## config.mk

```make
export PLATFORM = sky130hd
export DESIGN_NAME = imem_feeder
export DESIGN_NICKNAME = d
export VERILOG_FILES = /design/src/rtl/feeder_pkg.sv /design/src/rtl/imem_ram.sv /design/src/rtl/imem_feeder.sv
export SDC_FILE = /design/constraint.sdc
export NUM_CORES = 2
export LEC_CHECK = 0
export ABC_CLOCK_PERIOD_IN_PS = 10300
export CORE_MARGIN = 4
export CORE_UTILIZATION = 40
export CTS_BUF_LIST = sky130_fd_sc_hd__clkbuf_8
export CTS_CLUSTER_SIZE = 28
export DETAILED_ROUTE_END_ITERATION = 6
export HOLD_SLACK_MARGIN = 0.08
export PLACE_DENSITY_LB_ADDON = 0.2
export SLEW_MARGIN = 5
export SYNTH_ARGS = -nofsm -noshare
export SYNTH_HDL_FRONTEND = slang
export SYNTH_SLANG_ARGS = --single-unit
```

## constraint.sdc

```tcl
create_clock -name clk -period 10.3 [get_ports clk]
set_clock_uncertainty 0.05 [all_clocks]
set_input_delay 2.575 -clock clk [delete_from_list [all_inputs] [get_ports clk]]
set_output_delay 2.575 -clock clk [all_outputs]
set_load 0.05 [all_outputs]
```

## src/rtl/feeder_pkg.sv

```systemverilog
// Shared definitions for the instruction-memory feeder: FSM encoding and defaults.
package feeder_pkg;

    localparam int unsigned AW_DEFAULT = 6;
    localparam logic [31:0] NOP_INSTR  = 32'h0000_0000;

    typedef enum logic [1:0] {
        ST_LOAD  = 2'd0,
        ST_RUN   = 2'd1,
        ST_FAULT = 2'd2
    } state_t;

endpackage

```

## src/rtl/imem_ram.sv

```systemverilog
// Program buffer: 32-bit wide, synchronous write port, asynchronous read port.
module imem_ram #(
    parameter int unsigned AW = 6
) (
    input  logic          clk,
    input  logic          we,
    input  logic [AW-1:0] wr_addr,
    input  logic [31:0]   wr_data,
    input  logic [AW-1:0] rd_addr,
    output logic [31:0]   rd_data
);

    localparam int unsigned DEPTH = 1 << AW;

    logic [31:0] mem [DEPTH];

    always_ff @(posedge clk) begin
        if (we) begin
            mem[wr_addr] <= wr_data;
        end
    end

    assign rd_data = mem[rd_addr];

endmodule

```

## src/rtl/imem_feeder.sv

```systemverilog
// Instruction-side responder: loads a program over valid/ready, then serves
// zero-latency fetches to a single-cycle CPU and halts it on a bad PC.
module imem_feeder
    import feeder_pkg::*;
#(
    parameter int unsigned AW       = AW_DEFAULT,
    parameter logic [31:0] NOP_WORD = NOP_INSTR
) (
    input  logic          clk,
    input  logic          rst,
    input  logic          load_valid,
    input  logic [31:0]   load_data,
    input  logic          load_last,
    output logic          load_ready,
    input  logic          reload,
    input  logic [31:0]   pc,
    output logic [31:0]   instruction,
    output logic          cpu_run,
    output logic          fault,
    output logic          trunc,
    output logic [AW:0]   prog_len
);

    localparam logic [AW-1:0] LAST_PTR = '1;

    state_t        state;
    logic [AW-1:0] wr_ptr;
    logic [AW-1:0] index;
    logic [31:0]   rd_data;
    logic          fetch_ok;
    logic          accept;
    logic          we;

    assign index  = pc[AW+1:2];
    assign accept = (state == ST_LOAD) && load_valid && load_ready;
    // A word arriving together with reload belongs to the discarded program.
    assign we     = accept && !reload;

    imem_ram #(.AW(AW)) u_ram (
        .clk     (clk),
        .we      (we),
        .wr_addr (wr_ptr),
        .wr_data (load_data),
        .rd_addr (index),
        .rd_data (rd_data)
    );

    always_comb begin
        fetch_ok = (pc[1:0] == 2'b00) && ({1'b0, index} < prog_len)
                   && (pc[31:AW+2] == '0);
    end

    // Fetch response must be combinational: the CPU consumes it in the same cycle.
    always_comb begin
        instruction = NOP_WORD;
        cpu_run     = 1'b0;
        if ((state == ST_RUN) && fetch_ok) begin
            instruction = rd_data;
            cpu_run     = 1'b1;
        end
    end

    always_ff @(posedge clk) begin
        if (rst || reload) begin
            state      <= ST_LOAD;
            wr_ptr     <= '0;
            prog_len   <= '0;
            fault      <= 1'b0;
            trunc      <= 1'b0;
            load_ready <= 1'b1;
        end else begin
            case (state)
                ST_LOAD: begin
                    if (accept) begin
                        wr_ptr   <= wr_ptr + AW'(1);
                        prog_len <= prog_len + (AW+1)'(1);
                        if (load_last) begin
                            state      <= ST_RUN;
                            load_ready <= 1'b0;
                        end else if (wr_ptr == LAST_PTR) begin
                            state      <= ST_RUN;
                            load_ready <= 1'b0;
                            trunc      <= 1'b1;
                        end
                    end
                end
                ST_RUN: begin
                    if (!fetch_ok) begin
                        state <= ST_FAULT;
                        fault <= 1'b1;
                    end
                end
                ST_FAULT: begin
                end
                default: begin
                    state      <= ST_LOAD;
                    load_ready <= 1'b1;
                end
            endcase
        end
    end

endmodule

```

==> metrics.txt <==
WL final=212 mm; Seq cells post-synth=2066; Synth warnings=0; Die ar.=206000 um2; antenna-violating nets left=0; highest clock rate=0.104 GHz; post_cts resized=0; via count=38495; critical path launch point type=input pin; met1 WL=90.3 mm; ys async rst share=0%; Synth area leaders=edfxtp_1, mux4_2, mux2i_1, nor2_1, mux4_1; Setup Crit Path Kind=in2out; # port buffers=111; Synth Flop Type=edfxtp_1; total CTS buffers=353; reg2reg setup slack=6.23 ns; vias per cell=5.69; Skew-Pair Late Insertion Delay=1.02 ns; Bufs on Longest Clock Path=4; Clock transition at path regs=0.06 ns; Avg WL per Cell=31.4 um; dpl cells=6141; status=finished, final reports clean; RR Endpoint=u_ram.mem[55][12]$_DFFE_PP_; Period Utilization, post-route=93.0%; Worst Hold Path EP=fault$_SDFFE_PP0P_; min-delay src=fault$_SDFFE_PP0P_; vias in the first global route=39856; Post-Layout Cell Count=6762; share of the synthesized area in the top cell type=77.3%; RSZ-0062 raised after global routing=no; first-pass GRT wire length=300 mm; crit path DAT=6.95 ns; I/O Pins=112; WHS Path Cells=2; data required time of the worst path=7.68 ns; P per Cell Area=184 nW/um2; Final Hold Fails=0; die width=454 um; H-tree Lvls=5; routability cong.=0.767; worst-case hold slack=0.430 ns; leading area contributor after synthesis=edfxtp_1; initial antenna violation count=10; maximum fanout along the worst path=7; register area share after synthesis=77.8%; Crit. End Element=output port; reg2reg path depth=7; final worst path period need=9.57 ns; Post-synth EDFFs=2048; GRT Util Overall=20.5%; instance count of the mapped netlist=3443; HPWL Detailed=113 mm; setup bufs post-CTS=0; Max Cap Viol=0; cts hold-fix bufs=0; DR top layer=met5; Syn Area/Cell=23.1 um2; syn_nets=3523; Rows=163; Syn Std Cell Area=79600 um2; grt total ovfl=0; pin count of the biggest net entering global routing=99; setup TNS=0 ns; worst relative slew slack=16.3%; CTS root buffer=clkbuf_8; Detailed Route Iter0 Violations=3772; Pleak=28.3 nW; Setup Viol. Count Final=0; met3 WL post-DR=12.7 mm; nets@finish=3936; CTS tree=done; core area=198000 um2; Pins Over Slew Limit=0; Die Y=454 um; Area growth syn-to-layout=13.6%; worst r2r src=state[0]$_SDFFE_PP0P_; worst slew pin tran=1.24 ns; met2 WL=104 mm; Initial DRT Pass Iterations=7; clock tree sinks=2066; residual DRC count=0; layout cell share with drive strength beyond 1=29.3%; worst hold path type=reg2reg; Max rail drop VDD=0.113 mV; Initial Util=40.3%; Netlist cell types=54
-- kinds of logic after synthesis --
logic type	count (synthesis)	synth area share [%]
AO/OA/AOI/OAI	216	1.89
flip-flops	2066	77.8
XOR/XNOR	10	0.110
buffers and inverters	198	1.55
AND/OR/NAND/NOR	300	1.74
adder cells (fa/ha/maj)	11	0.173
multiplexers	642	16.8
-- worst max-delay path, stage by stage --
cell             delay [ns]
clkdlybuf4s50_1        0.41
nor4_1                 0.27
nand2_1                0.09
nor3_1                 0.34
nand4_1                0.97
buf_4                  0.55
a2111oi_2              0.78
clkdlybuf4s50_1        0.94
-- stage by stage --
step	utilization (%)	total power [mW]	setup WS (ns)	area [um2]
final	45.7	16.6	0.725	90400
after global routing	45.7	17.3	0.481	90400
after CTS	45.7	16.8	0.606	90400
after detailed placement	42.6	10.2	0.612	84200
after global placement	42.6	10.2	0.279	84200
after floorplan	-	9.88	2.02	79600
-- layout make-up --
class | instances | area (um2)
Inverter | 16 | 67.6
Fill cell | 16528 | 107000
Clock buffer | 359 | 4940
Antenna cell | 8 | 20.0
Clock inverter | 254 | 1190
Tap cell | 2640 | 3300
Sequential cell | 2066 | 61900
Multi-Input combinational cell | 1179 | 16900
Timing Repair Buffer | 240 | 2080
-- layer usage --
metal | track usage [%] | up-vias
met5 | 0 | -
met4 | 5.46 | 4
met3 | 3.62 | 352
met2 | 33.4 | 1400
met1 | 28.8 | 21078
li1 | - | 15661
-- cells in the mapped netlist, types with 8 or more instances --
cell type     n
nor4_1       11
o22ai_1      29
edfxtp_1   2048
nor2_1      106
mux4_2      534
a221oi_1     24
buf_4        19
dfxtp_1      18
nand3_1      22
nor2b_1      11
nor3_1       33
nand2_1      71
o221ai_1     11
clkbuf_1     53
buf_6        20
mux2i_1      92
a22oi_1      39
buf_1        14
inv_1        14
a211oi_1     20
o21ai_0      19
or2_2         8
mux4_1       15
ha_1         11
a21oi_1      45
buf_2        62
and3_1        9
-- state kept, by name, indices dropped and copies added (netlist names) --
register / flops
fault: 1
load_ready: 1
prog_len: 7
state: 2
trunc: 1
u_ram.mem: 2048
wr_ptr: 6
-- power by group --
group          switching (mW)  total [mW]  internal, mW
clock                    3.22        6.60          3.37
combinational           0.473       0.759         0.286
sequential            0.00419        9.26          9.26
-- worst max path at each step --
stage                     cells after the start  slack, ns         endpoint    from
after floorplan                              11       2.02  instruction[16]   pc[2]
after global placement                        8       0.28   instruction[5]   pc[2]
after detailed placement                      8       0.61  instruction[14]   pc[0]
after CTS                                     8       0.61  instruction[14]   pc[0]
after global routing                          8       0.48  instruction[14]  pc[11]
final                                         8       0.73  instruction[14]   pc[0]
-- layout by cell type (no fill, tap or decap), types with 7 or more instances in the layout --
master           synthesis  layout
mux4_2                 534     534
ha_1                    11      11
a21oi_1                 45      45
buf_2                   62      34
o21ai_0                 19      19
nor2_4                   0      48
o221ai_1                11      11
a31oi_1                  7       7
a211oi_1                20      20
buf_12                   7      15
o22ai_1                 29      29
clkinv_1                 1     104
a311oi_1                 7       7
or2_2                    8       8
nor2_1                 106      58
nor3_2                   0      16
mux4_1                  15      15
edfxtp_1              2048    2048
nand2_1                 71      71
nand3_1                 22      22
diode_2                  0       8
clkdlybuf4s50_1          0      63
and3_1                   9       9
a22oi_1                 39      39
clkbuf_8                 0     359
a221oi_1                24      24
nor3_1                  33      17
nor2b_1                 11      11
clkinv_2                 0      39
nor4_1                  11      10
mux2i_1                 92      92
dfxtp_1                 18      18
buf_4                   19     125
inv_1                   14     112
Note: power is estimated with default switching activity, not from simulation.
